<file path="config.mk">
export PLATFORM = sky130hd
export DESIGN_NAME = mem_access_ctrl
export DESIGN_NICKNAME = d
export VERILOG_FILES = /design/src/rtl/mem_ctrl_pkg.sv /design/src/rtl/mem_lane_unit.sv /design/src/rtl/mem_access_ctrl.sv
export SDC_FILE = /design/constraint.sdc
export NUM_CORES = 1
export LEC_CHECK = 0
export CORE_AREA = 2 2 111 113
export CTS_CLUSTER_SIZE = 10
export DETAILED_ROUTE_END_ITERATION = 6
export DIE_AREA = 0 0 113 115
export DONT_BUFFER_PORTS = 1
export HOLD_SLACK_MARGIN = 0.02
export PLACE_DENSITY = 0.79
export SETUP_SLACK_MARGIN = 0.02
export SLEW_MARGIN = 5
export SYNTH_ARGS = -nofsm -noshare
export SYNTH_HDL_FRONTEND = slang
export SYNTH_SLANG_ARGS = --single-unit
export TNS_END_PERCENT = 20
</file>
<file path="constraint.sdc">
create_clock -name clk -period 5.2 [get_ports clk]
set_input_delay 0.52 -clock clk [delete_from_list [all_inputs] [get_ports clk]]
set_output_delay 0.52 -clock clk [all_outputs]
set_load 0.03 [all_outputs]
</file>
<file path="src/rtl/mem_ctrl_pkg.sv">
// Shared definitions for the load/store sequencer: op codes, FSM states,
// access sizes and small decode helpers used at request acceptance.
package mem_ctrl_pkg;

    localparam int CNT_W = 3;

    localparam logic [2:0] OP_LW = 3'b000;
    localparam logic [2:0] OP_LH = 3'b001;
    localparam logic [2:0] OP_LB = 3'b010;
    localparam logic [2:0] OP_SW = 3'b100;
    localparam logic [2:0] OP_SH = 3'b101;
    localparam logic [2:0] OP_SB = 3'b110;

    typedef enum logic [1:0] {
        ST_IDLE = 2'd0,
        ST_RD   = 2'd1,
        ST_WR   = 2'd2,
        ST_DONE = 2'd3
    } state_e;

    typedef enum logic [1:0] {
        SZ_WORD = 2'd0,
        SZ_HALF = 2'd1,
        SZ_BYTE = 2'd2
    } size_e;

    function automatic logic op_is_legal(input logic [2:0] op);
        return op inside {OP_LW, OP_LH, OP_LB, OP_SW, OP_SH, OP_SB};
    endfunction

    function automatic logic op_is_store(input logic [2:0] op);
        return op[2];
    endfunction

    // Loads and stores share the low two op bits for the access size.
    function automatic size_e op_size(input logic [1:0] code);
        case (code)
            2'b00:   return SZ_WORD;
            2'b01:   return SZ_HALF;
            default: return SZ_BYTE;
        endcase
    endfunction

    function automatic logic misaligned(input size_e sz, input logic [1:0] off);
        case (sz)
            SZ_WORD: return off != 2'b00;
            SZ_HALF: return off[0];
            default: return 1'b0;
        endcase
    endfunction

endpackage

</file>
<file path="src/rtl/mem_lane_unit.sv">
// Little-endian lane logic: extracts a zero-extended load value from a word
// and merges store data into the selected byte/halfword lane.
module mem_lane_unit
    import mem_ctrl_pkg::*;
(
    input  logic [31:0] word,
    input  logic [1:0]  offset,
    input  size_e       size,
    input  logic [31:0] store_data,
    output logic [31:0] load_data,
    output logic [31:0] store_word
);

    always_comb begin
        // NOTE: every output gets a default first so no path leaves it unassigned (no latch).
        load_data  = word;
        store_word = store_data;
        case (size)
            SZ_HALF: begin
                load_data  = {16'b0, word[{offset[1], 4'b0000} +: 16]};
                store_word = word;
                store_word[{offset[1], 4'b0000} +: 16] = store_data[15:0];
            end
            SZ_BYTE: begin
                load_data  = {24'b0, word[{offset, 3'b000} +: 8]};
                store_word = word;
                store_word[{offset, 3'b000} +: 8] = store_data[7:0];
            end
            default: ;
        endcase
    end

endmodule

</file>
<file path="src/rtl/mem_access_ctrl.sv">
// Multicycle load/store sequencer between the CPU datapath and a synchronous
// data memory; partial stores are done as read-modify-write.
module mem_access_ctrl
    import mem_ctrl_pkg::*;
#(
    parameter int MEM_LAT = 1
) (
    input  logic        clk,
    input  logic        reset,
    input  logic        start,
    input  logic [2:0]  op,
    input  logic [31:0] addr,
    input  logic [31:0] wdata,
    output logic [31:0] mem_addr,
    output logic        mem_wr,
    output logic [31:0] mem_wdata,
    input  logic [31:0] mem_rdata,
    output logic [31:0] rdata,
    output logic        ext_sel,
    output logic        busy,
    output logic        done,
    output logic        err
);

    localparam logic [CNT_W-1:0] LAT_LAST = CNT_W'(MEM_LAT);

    state_e             state_q, state_d;
    logic [CNT_W-1:0]   cnt_q;
    logic [2:0]         op_q;
    logic [31:0]        addr_q;
    logic [31:0]        wdata_q;
    logic               err_q;
    logic [31:0]        word_q;

    logic               req_err;
    logic               rd_last;
    logic [31:0]        lane_word;
    logic [31:0]        load_val;
    logic [31:0]        merged;

    assign req_err = !op_is_legal(op) || misaligned(op_size(op[1:0]), addr[1:0]);
    assign rd_last = (state_q == ST_RD) && (cnt_q == LAT_LAST);

    // Loads extract straight from the bus on the capturing edge; RMW merges
    // into the word captured at the end of RD.
    assign lane_word = (state_q == ST_WR) ? word_q : mem_rdata;

    mem_lane_unit u_lane (
        .word       (lane_word),
        .offset     (addr_q[1:0]),
        .size       (op_size(op_q[1:0])),
        .store_data (wdata_q),
        .load_data  (load_val),
        .store_word (merged)
    );

    always_comb begin
        state_d = state_q;
        case (state_q)
            ST_IDLE: begin
                if (start) begin
                    if (req_err)           state_d = ST_DONE;
                    else if (op == OP_SW)  state_d = ST_WR;
                    else                   state_d = ST_RD;
                end
            end
            ST_RD: begin
                if (rd_last) state_d = op_is_store(op_q) ? ST_WR : ST_DONE;
            end
            ST_WR:   state_d = ST_DONE;
            ST_DONE: state_d = ST_IDLE;
            default: state_d = ST_IDLE;
        endcase
    end

    // Memory-side outputs decode from state so reset clears them at once.
    always_comb begin
        mem_addr  = '0;
        mem_wdata = '0;
        mem_wr    = 1'b0;
        if (state_q == ST_RD || state_q == ST_WR) mem_addr = {addr_q[31:2], 2'b00};
        if (state_q == ST_WR) begin
            mem_wr    = 1'b1;
            mem_wdata = merged;
        end
    end

    assign busy = (state_q != ST_IDLE);
    assign done = (state_q == ST_DONE);
    assign err  = (state_q == ST_DONE) && err_q;

    always_ff @(posedge clk or posedge reset) begin
        if (reset) begin
            state_q <= ST_IDLE;
            cnt_q   <= '0;
            op_q    <= '0;
            addr_q  <= '0;
            wdata_q <= '0;
            err_q   <= 1'b0;
            word_q  <= '0;
            rdata   <= '0;
            ext_sel <= 1'b0;
        end else begin
            // NOTE: sequential state uses non-blocking assignments so all registers update together.
            state_q <= state_d;
            if (state_q == ST_RD && !rd_last) cnt_q <= cnt_q + 1'b1;
            else                              cnt_q <= '0;
            if (state_q == ST_IDLE && start) begin
                op_q    <= op;
                addr_q  <= addr;
                wdata_q <= wdata;
                err_q   <= req_err;
            end
            if (rd_last) begin
                word_q <= mem_rdata;
                if (!op_is_store(op_q)) begin
                    rdata   <= load_val;
                    ext_sel <= (op_q == OP_LB);
                end
            end
        end
    end

endmodule
</file>
==> results of run 1 <==
## per-layer routing
layer	wire, um	vias up	track usage
met1	7520	2595	0.363
met5	0	-	0
met3	1630	47	0.102
li1	-	2354	-
met4	652	0	0.124
met2	9740	234	0.515
## how the worst max path moves through the flow
stage	from	endpoint	slack, ns	cells after the start
final	addr_q[1]	mem_wdata[27]	1.33	5
after detailed placement	addr_q[1]	mem_wdata[27]	1.83	5
after global routing	addr_q[1]	mem_wdata[27]	1.16	5
after CTS	addr_q[1]	mem_wdata[27]	1.36	5
after floorplan	reset	addr_q[0]	0.98	1
after global placement	addr_q[1]	mem_wdata[27]	1.92	5
## final cells by class
cell class              count  area share
clock buffers              21      0.0584
repair buffers              6     0.00559
flip-flops and latches    138       0.429
clock inverters            11      0.0208
multi-input cells         465       0.456
well taps                 147      0.0228
inverters                  15     0.00761
## registers in the layout (all words and copies together) (netlist names)
register	flops
word_q	32
cnt_q	3
wdata_q	32
addr_q	32
state_q	2
rdata	32
err_q	1
ext_sel	1
op_q	3
## power groups by stage
| stage | Sequential, uW | Combinational [uW] | Clock [uW] |
|---|---|---|---|
| after floorplan | 2150 | 2710 | 0 |
| after global placement | 2350 | 3000 | 0 |
| after detailed placement | 2380 | 3070 | 0 |
| after CTS | 2370 | 3100 | 1310 |
| after global routing | 2440 | 3330 | 1360 |
| final | 2380 | 3110 | 1300 |
## layout by cell type (no fill, tap or decap), types with 3 or more instances in the layout
| cell type | instances |
|---|---|
| nand3_1 | 6 |
| nor2_2 | 10 |
| bufinv_16 | 4 |
| and2_1 | 31 |
| a22oi_1 | 4 |
| ha_1 | 11 |
| nor2b_1 | 3 |
| dfrtp_1 | 138 |
| mux2i_2 | 3 |
| mux2_2 | 103 |
| o211ai_1 | 6 |
| o31ai_1 | 16 |
| clkbuf_16 | 17 |
| nand2_1 | 73 |
| a211oi_1 | 3 |
| o2bb2ai_1 | 14 |
| nor2_1 | 22 |
| inv_1 | 13 |
| o21ai_1 | 9 |
| a21oi_1 | 36 |
| clkinv_2 | 3 |
| o21ai_0 | 10 |
| mux2i_1 | 41 |
| a21oi_2 | 6 |
| buf_4 | 6 |
| clkbuf_8 | 3 |
| a221oi_1 | 4 |
| a221oi_2 | 11 |
| o22ai_1 | 7 |
| a32o_1 | 8 |
## worst max-delay path, delay by kind of cell (launching register included)
family,cells,cell delay (ns)
adders and majority gates,1,0.43
and+or+nand+nor,1,0.47
buffers and inverters,1,0.34
AOI/OAI and AO/OA,2,1.07
DFF,1,0.62
## metrics by stage
stage          total power (uW)  utilization
5_1_grt                    7120        0.682
4_1_cts                    6770        0.682
2_1_floorplan              4860            -
3_5_place_dp               5450        0.628
3_3_place_gp               5350        0.628
6_report                   6790        0.682
## cells by family after synthesis
family	Yosys count	share of synthesized area
mux	147	0.216
simple gates	159	0.105
other cells	1	0.000503
compound gates	145	0.149
buf+inv	66	0.0466
flops	138	0.463
fa+ha+maj	12	0.0201
==> impl_metrics.env, run 1 <==
export IMPL_vias=5230
export IMPL_yosysMostFrequentCell="dfrtp_1"
export IMPL_dp_cells=771
export IMPL_power_density_mw_per_mm2=843
export IMPL_worst_ep_required_time_ns=4.68
export IMPL_syn2layout_area_growth_pct=7.93
export IMPL_setup_slack_ns=1.33
export IMPL_pwr_share_seq=0.351
export IMPL_rows=40
export IMPL_endpoint_kind="output port"
export IMPL_netlist_top_cells_area="dfrtp_1 46%, mux2_2 16%, mux2i_1 5.5%, nand2_1 3.7%, and2_1 2.6%"
export IMPL_fill_cells=890
export IMPL_critPathMaxStageDelay_ns=0.96
export IMPL_n_antenna_cell=0
export IMPL_cts_hold_buf=0
export IMPL_clk_latency_ns=0.42
export IMPL_yosysSeqAreaShare=0.463
export IMPL_antenna_left=0
export IMPL_die_w_um=113
export IMPL_grt_max_degree=89
export IMPL_synth_edf_count=0
export IMPL_violations="design-rule violations"
export IMPL_finalSetupTns_ns=0
export IMPL_rsz0062_at_grt="no"
export IMPL_yosysTopAreaCell="dfrtp_1"
export IMPL_gp_congestion=0.882
export IMPL_htreeDepth=4
export IMPL_grt_overflow=0
export IMPL_cts_root_buf="clkbuf_16"
export IMPL_slew_viol_final=0
export IMPL_drive_gt1_frac=0.276
export IMPL_wire_per_inst_um=24.3
export IMPL_cts_sinks=138
export IMPL_ff2ff_setup_slack_ns=2.19
export IMPL_ff2ff_path_depth=6
export IMPL_synth_cell_type_count=53
export IMPL_totalWireLength_um=19500
export IMPL_clkSlewWorstSetupHoldPaths_ns=0.06
export IMPL_setup_viol=0
export IMPL_die_y_um=115
export IMPL_ir_worst_vdd_uv=462
export IMPL_port_buffers=0
export IMPL_core_area_mm2=0.0118
export IMPL_cts_buffer_depth=2
export IMPL_seq_area_mm2=0.00345
export IMPL_p_sw_uw=3240
export IMPL_cts_buffers=17
export IMPL_synth_main_ff_cell="dfrtp_1"
export IMPL_pre_cts_slack_ns=1.83
export IMPL_fmax_mhz=258
export IMPL_drt_pass1_iter_count=7
export IMPL_tritoncts="done"
export IMPL_drv_cap=0
export IMPL_critPathKind="reg2out"
export IMPL_worstMarginPinSlew_ns=1.12
export IMPL_multi_input_area_mm2=0.00367
export IMPL_leakagePower_uw=0.00348
export IMPL_r2r_end="rdata[9]"
export IMPL_grtUsageTotal=0.305
export IMPL_power_frac_comb=0.458
export IMPL_sw_frac_of_total=0.477
export IMPL_grt_pass1_vias=5408
export IMPL_synth_warnings=0
export IMPL_syn_avg_cell_area_um2=11.2
export IMPL_viasPerCell=6.51
export IMPL_clock_skew_ns=0.00422
export IMPL_worstPathCellList="inv_1, ha_1, and4bb_1, a21oi_1, a221oi_1"
export IMPL_min_period_ns=3.87
export IMPL_start_util=0.632
export IMPL_clock_power_share=0.191
export IMPL_drc=11
export IMPL_cts_resized=0
export IMPL_finalHoldViolCount=0
export IMPL_final_cells=803
export IMPL_status="finished with violations"
export IMPL_synthesis_area_mm2=0.00746
export IMPL_critPathSlowestCell="a221oi_1"
export IMPL_ys_ff_latch=138
export IMPL_power_internal_uw=3550
export IMPL_finalInstanceArea_mm2=0.00805
export IMPL_synth_top_area_share=0.463
export IMPL_synthArstFlopShare=1.00
export IMPL_netlist_instances=668
export IMPL_ioPinCount=203
export IMPL_holdWs_ns=0.115
export IMPL_placed_cell_area_mm2=0.00741
export IMPL_cp_arrival_ns=3.35
export IMPL_critPathLaunchType="flop"
export IMPL_dpl_hpwl_um=13700
export IMPL_path_max_fanout=15
export IMPL_post_cts_repair_setup_buffers=0
export IMPL_hold_class="in2async"
export IMPL_crit_reg2reg_launch="state_q[1]"
export IMPL_dr_first_iter_drc_count=463
export IMPL_fp_dieArea_mm2=0.0130
export IMPL_grt_pass1_wl_um=30200
export IMPL_yosys_top_cells_count="138 x dfrtp_1, 103 x mux2_2, 74 x nand2_1"
export IMPL_antenna_found_initial=0
export IMPL_max_slew_margin_rel=0.250
export IMPL_nNetsFinal=757
export IMPL_fin_crit_sh=0.745
Note: power is estimated with default switching activity, not from simulation.
==> run 2: changes to the inputs <==
--- a/config.mk
+++ b/config.mk
@@ -5,13 +5,13 @@
 export SDC_FILE = /design/constraint.sdc
 export NUM_CORES = 1
 export LEC_CHECK = 0
-export CORE_AREA = 2 2 111 113
+export CORE_AREA = 2 2 117 119
 export CTS_CLUSTER_SIZE = 10
 export DETAILED_ROUTE_END_ITERATION = 6
-export DIE_AREA = 0 0 113 115
+export DIE_AREA = 0 0 119 121
 export DONT_BUFFER_PORTS = 1
 export HOLD_SLACK_MARGIN = 0.02
-export PLACE_DENSITY = 0.79
+export PLACE_DENSITY = 0.75
 export SETUP_SLACK_MARGIN = 0.02
 export SLEW_MARGIN = 5
 export SYNTH_ARGS = -nofsm -noshare
==> constraint.sdc (replaced) <==
create_clock -name clk -period 3.1 [get_ports clk]
set_input_delay 0.31 -clock clk [delete_from_list [all_inputs] [get_ports clk]]
set_output_delay 0.31 -clock clk [all_outputs]
set_load 0.03 [all_outputs]
==> impl_metrics.env, run 2 (same netlist as run 1, synthesis figures left out) <==
export IMPL_layout_common_cells="137 x dfrtp_1, 103 x mux2_2, 73 x nand2_1"
export IMPL_ioPinCount=203
export IMPL_antenna_left=0
export IMPL_grtUsageTotal=0.284
export IMPL_core_area_mm2=0.0131
export IMPL_wire_per_inst_um=22.7
export IMPL_ir_worst_vdd_uv=883
export IMPL_crit_path_start="state_q[0]"
export IMPL_cts_root_buf="clkbuf_16"
export IMPL_max_slew_margin_rel=0.318
export IMPL_status="completed"
export IMPL_port_buffers=0
export IMPL_tritoncts="done"
export IMPL_cp_arrival_ns=2.63
export IMPL_cts_sinks=138
export IMPL_finalSetupTns_ns=0
export IMPL_syn2layout_area_growth_pct=13.4
export IMPL_post_cts_repair_setup_buffers=0
export IMPL_ff2ff_setup_slack_ns=0.71
export IMPL_clk_latency_ns=0.42
export IMPL_critPathLaunchType="flop"
export IMPL_start_util=0.570
export IMPL_drc=0
export IMPL_cts_buffers=17
export IMPL_totalWireLength_um=19900
export IMPL_final_cells=878
export IMPL_n_antenna_cell=0
export IMPL_grt_pass1_wl_um=31000
export IMPL_dpl_hpwl_um=14600
export IMPL_r2r_end="rdata[0]"
export IMPL_rsz0062_at_grt="no"
export IMPL_cts_buffer_depth=2
export IMPL_min_period_ns=2.94
export IMPL_drv_cap=0
export IMPL_die_y_um=121
export IMPL_final_common_cell="dfrtp_1"
export IMPL_fp_dieArea_mm2=0.0144
export IMPL_fmax_mhz=340
export IMPL_antenna_found_initial=0
export IMPL_holdWs_ns=0.0353
export IMPL_worstMarginPinSlew_ns=1.02
export IMPL_dr_first_iter_drc_count=460
export IMPL_finalHoldViolCount=0
export IMPL_drt_pass1_iter_count=5
export IMPL_ff2ff_path_depth=7
export IMPL_leakagePower_uw=0.00371
export IMPL_fin_crit_sh=0.948
export IMPL_grt_overflow=0
export IMPL_endpoint_kind="output port"
export IMPL_slew_viol_final=0
export IMPL_grt_max_degree=62
export IMPL_path_max_fanout=16
export IMPL_clkSlewWorstSetupHoldPaths_ns=0.06
export IMPL_rows=42
export IMPL_die_w_um=119
export IMPL_setup_viol=0
export IMPL_nNetsFinal=805
export IMPL_vias=5466
export IMPL_viasPerCell=6.23
export IMPL_crit_reg2reg_launch="state_q[0]"
export IMPL_crit_path_end="mem_wdata[28]"
export IMPL_critPathKind="reg2out"
export IMPL_final_util=0.647
export IMPL_dp_cells=847
export IMPL_worst_ep_required_time_ns=2.79
export IMPL_drive_gt1_frac=0.322
export IMPL_power_density_mw_per_mm2=1380
export IMPL_clock_skew_ns=0.00668
export IMPL_htreeDepth=4
export IMPL_gp_congestion=0.906
export IMPL_hold_class="in2reg"
export IMPL_grt_pass1_vias=5607
-- run 2: timing repair --
item                       CTS  global route
setup endpoints to repair    2             6
gates cloned                 0             0
gates resized for setup      1             1
hold buffers                 1             0
hold endpoints to repair    35             0
-- run 2: critical path: stages, from the launching register on --
cell and delay (ns):
dfrtp_1 0.40, inv_1 0.16, ha_4 0.39, mux2i_1 0.70, nor2_1 0.14, a221oi_2 0.24, a21oi_2 0.18
-- run 2: stage by stage --
stage	power, uW	instance area, um2	setup slack [ns]
floorplan	8160	7470	0.361
global route	12300	8460	0.0352
CTS	11700	8460	0.0769
detailed placement	9590	7840	0.440
global placement	9440	7840	0.469
finish	11700	8460	0.161
-- run 2: worst min-delay path by stage --
| stage | end | startpoint | cells past startpoint | slack, ns |
|---|---|---|---|---|
| after CTS | wdata_q[3] | wdata[3] | 1 | 0.02 |
| after global routing | addr_q[27] | addr[27] | 1 | 0.02 |
| after global placement | word_q[30] | reset | 1 | 0.36 |
| after floorplan | cnt_q[0] | cnt_q[0] | 1 | 0.44 |
| final | wdata_q[11] | wdata[11] | 1 | 0.04 |
| after detailed placement | word_q[30] | reset | 1 | 0.36 |
-- run 2: metal layers --
metal,global-route usage,vias up,share of wire
li1,-,2448,-
met1,0.334,2714,0.38
met2,0.465,243,0.49
met3,0.0930,61,0.082
met4,0.151,0,0.045
met5,0,-,0
-- run 2: cell type report --
cell class	count	area [um2]
timing repair buffer	54	445
clock inverter	7	115
sequential	138	3450
tap	176	220
fill	1060	4620
inverter	15	60.1
multi-input combinational	465	3680
clock buffer	23	488
-- run 2: where the power goes --
part	switching, uW	internal (uW)	leakage (uW)
Sequential	1250	2710	0.00164
Clock	730	1340	0.000291
Combinational	3460	2210	0.00178
==> run 3: changes to the inputs <==
--- a/config.mk
+++ b/config.mk
@@ -10,7 +10,7 @@
 export DETAILED_ROUTE_END_ITERATION = 6
 export DIE_AREA = 0 0 119 121
 export DONT_BUFFER_PORTS = 1
-export HOLD_SLACK_MARGIN = 0.02
+export HOLD_SLACK_MARGIN = 0.12
 export PLACE_DENSITY = 0.75
 export SETUP_SLACK_MARGIN = 0.02
 export SLEW_MARGIN = 5
==> impl_metrics.env, run 3 (same netlist as run 1, synthesis figures left out) <==
export IMPL_finalHoldViolCount=0
export IMPL_hold_start="op[1]"
export IMPL_drv_cap=0
export IMPL_sw_frac_of_total=0.465
export IMPL_antenna_found_initial=0
export IMPL_ff2ff_path_depth=7
export IMPL_fin_crit_sh=0.955
export IMPL_wire_per_inst_um=21.9
export IMPL_ioPinCount=203
export IMPL_tritoncts="done"
export IMPL_power_frac_comb=0.492
export IMPL_die_w_um=119
export IMPL_clock_skew_ns=0.00777
export IMPL_core_area_mm2=0.0131
export IMPL_start_util=0.570
export IMPL_fp_dieArea_mm2=0.0144
export IMPL_drive_gt1_frac=0.282
export IMPL_critPathKind="reg2out"
export IMPL_grt_overflow=0
export IMPL_grt_max_degree=62
export IMPL_cts_root_buf="clkbuf_16"
export IMPL_viasPerCell=6.06
export IMPL_syn2layout_area_growth_pct=26.7
export IMPL_antenna_left=0
export IMPL_multi_input_area_mm2=0.00368
export IMPL_grtUsageTotal=0.307
export IMPL_cts_buffer_depth=2
export IMPL_worst_ep_required_time_ns=2.79
export IMPL_grt_pass1_wl_um=33800
export IMPL_leakagePower_uw=0.00413
export IMPL_holdPathEnd="state_q[1]"
export IMPL_pwr_share_seq=0.334
export IMPL_htreeDepth=4
export IMPL_critPathLaunchType="flop"
export IMPL_fmax_mhz=338
export IMPL_min_period_ns=2.96
export IMPL_totalWireLength_um=21400
export IMPL_drc=0
export IMPL_rows=42
export IMPL_setup_viol=0
export IMPL_finalSetupTns_ns=0
export IMPL_drt_pass1_iter_count=5
export IMPL_crit_reg2reg_launch="state_q[0]"
export IMPL_n_antenna_cell=0
export IMPL_clkSlewWorstSetupHoldPaths_ns=0.05
export IMPL_endpoint_kind="output port"
export IMPL_r2r_end="rdata[0]"
export IMPL_gp_congestion=0.906
export IMPL_cts_buffers=17
export IMPL_grt_pass1_vias=6224
export IMPL_layout_common_cells="137 x dfrtp_1, 103 x mux2_2, 100 x dlygate4sd3_1"
export IMPL_power_density_mw_per_mm2=1250
export IMPL_power_internal_uw=6340
export IMPL_dpl_hpwl_um=14600
export IMPL_p_sw_uw=5520
export IMPL_vias=5921
export IMPL_port_buffers=0
export IMPL_ff2ff_setup_slack_ns=0.71
export IMPL_clk_latency_ns=0.42
export IMPL_cp_arrival_ns=2.65
export IMPL_rsz0062_at_grt="no"
export IMPL_cts_sinks=138
export IMPL_die_y_um=121
export IMPL_seq_area_mm2=0.00345
export IMPL_nNetsFinal=904
export IMPL_clock_power_share=0.174
export IMPL_final_common_cell="dfrtp_1"
export IMPL_final_util=0.723
export IMPL_max_slew_margin_rel=0.309
export IMPL_worstMarginPinSlew_ns=1.04
export IMPL_ir_worst_vdd_uv=975
export IMPL_fill_cells=950
export IMPL_worstHoldPathCells=3
export IMPL_hold_class="in2reg"
export IMPL_status="completed"
export IMPL_slew_viol_final=0
export IMPL_dr_first_iter_drc_count=414
export IMPL_path_max_fanout=16
-- run 3: worst max-delay path by stage --
stage,startpoint,cells past startpoint,to
2_1_floorplan,addr_q[1],9,mem_wdata[14]
3_3_place_gp,state_q[0],6,mem_wdata[28]
3_5_place_dp,state_q[0],9,mem_wdata[31]
4_1_cts,addr_q[0],6,mem_wdata[31]
5_1_grt,addr_q[0],8,mem_wdata[16]
6_report,state_q[0],6,mem_wdata[28]
-- run 3: metrics by stage --
| stage | std cells | hold slack [ns] | total power [uW] | cell area (um2) | worst slack (ns) |
|---|---|---|---|---|---|
| after CTS | 977 | 0.154 | 11800 | 9450 | 0.0769 |
| after global placement | 847 | 0.356 | 9440 | 7840 | 0.469 |
| after global routing | 977 | 0.191 | 12500 | 9460 | 0.0353 |
| after detailed placement | 847 | 0.364 | 9590 | 7840 | 0.440 |
| final | 977 | 0.181 | 11900 | 9460 | 0.139 |
| after floorplan | 669 | 0.439 | 8160 | 7470 | 0.361 |
-- run 3: critical path, stage by stage (launching register included) --
cell and delay [ns]:
dfrtp_1 0.41, inv_1 0.16, ha_4 0.38, mux2i_1 0.71
nor2_1 0.14, a221oi_2 0.23, a21oi_2 0.18
-- run 3: metal layers --
layer	part of all wire	vias to the layer above	wire (um)	GRT usage
met5	0	-	0	0
met4	0.048	0	1030	0.168
met3	0.085	72	1820	0.0846
met2	0.49	303	10600	0.511
met1	0.37	2900	8010	0.363
li1	-	2646	-	-
-- run 3: layout make-up --
class	instances	share of cell area
Multi-Input combinational cell	465	0.389
Clock buffer	23	0.0516
Timing Repair Buffer	153	0.152
Inverter	15	0.00635
Clock inverter	7	0.0122
Sequential cell	138	0.365
Tap cell	176	0.0233
-- run 3: power by group through the flow --
| stage | logic (uW) | clock network, uW | registers, uW |
|---|---|---|---|
| final | 5830 | 2070 | 3960 |
| after global routing | 6260 | 2160 | 4060 |
| after CTS | 5790 | 2100 | 3940 |
| after detailed placement | 5640 | 0 | 3950 |
| after global placement | 5530 | 0 | 3910 |
| after floorplan | 4550 | 0 | 3610 |
-- run 3: what timing repair did --
action / 4_1_cts / 5_1_grt
endpoints found under the setup margin: 2 / 6
gates resized for setup: 1 / 1
hold buffers: 100 / 0
setup buffers: 0 / 0
endpoints found under the hold margin: 134 / 0
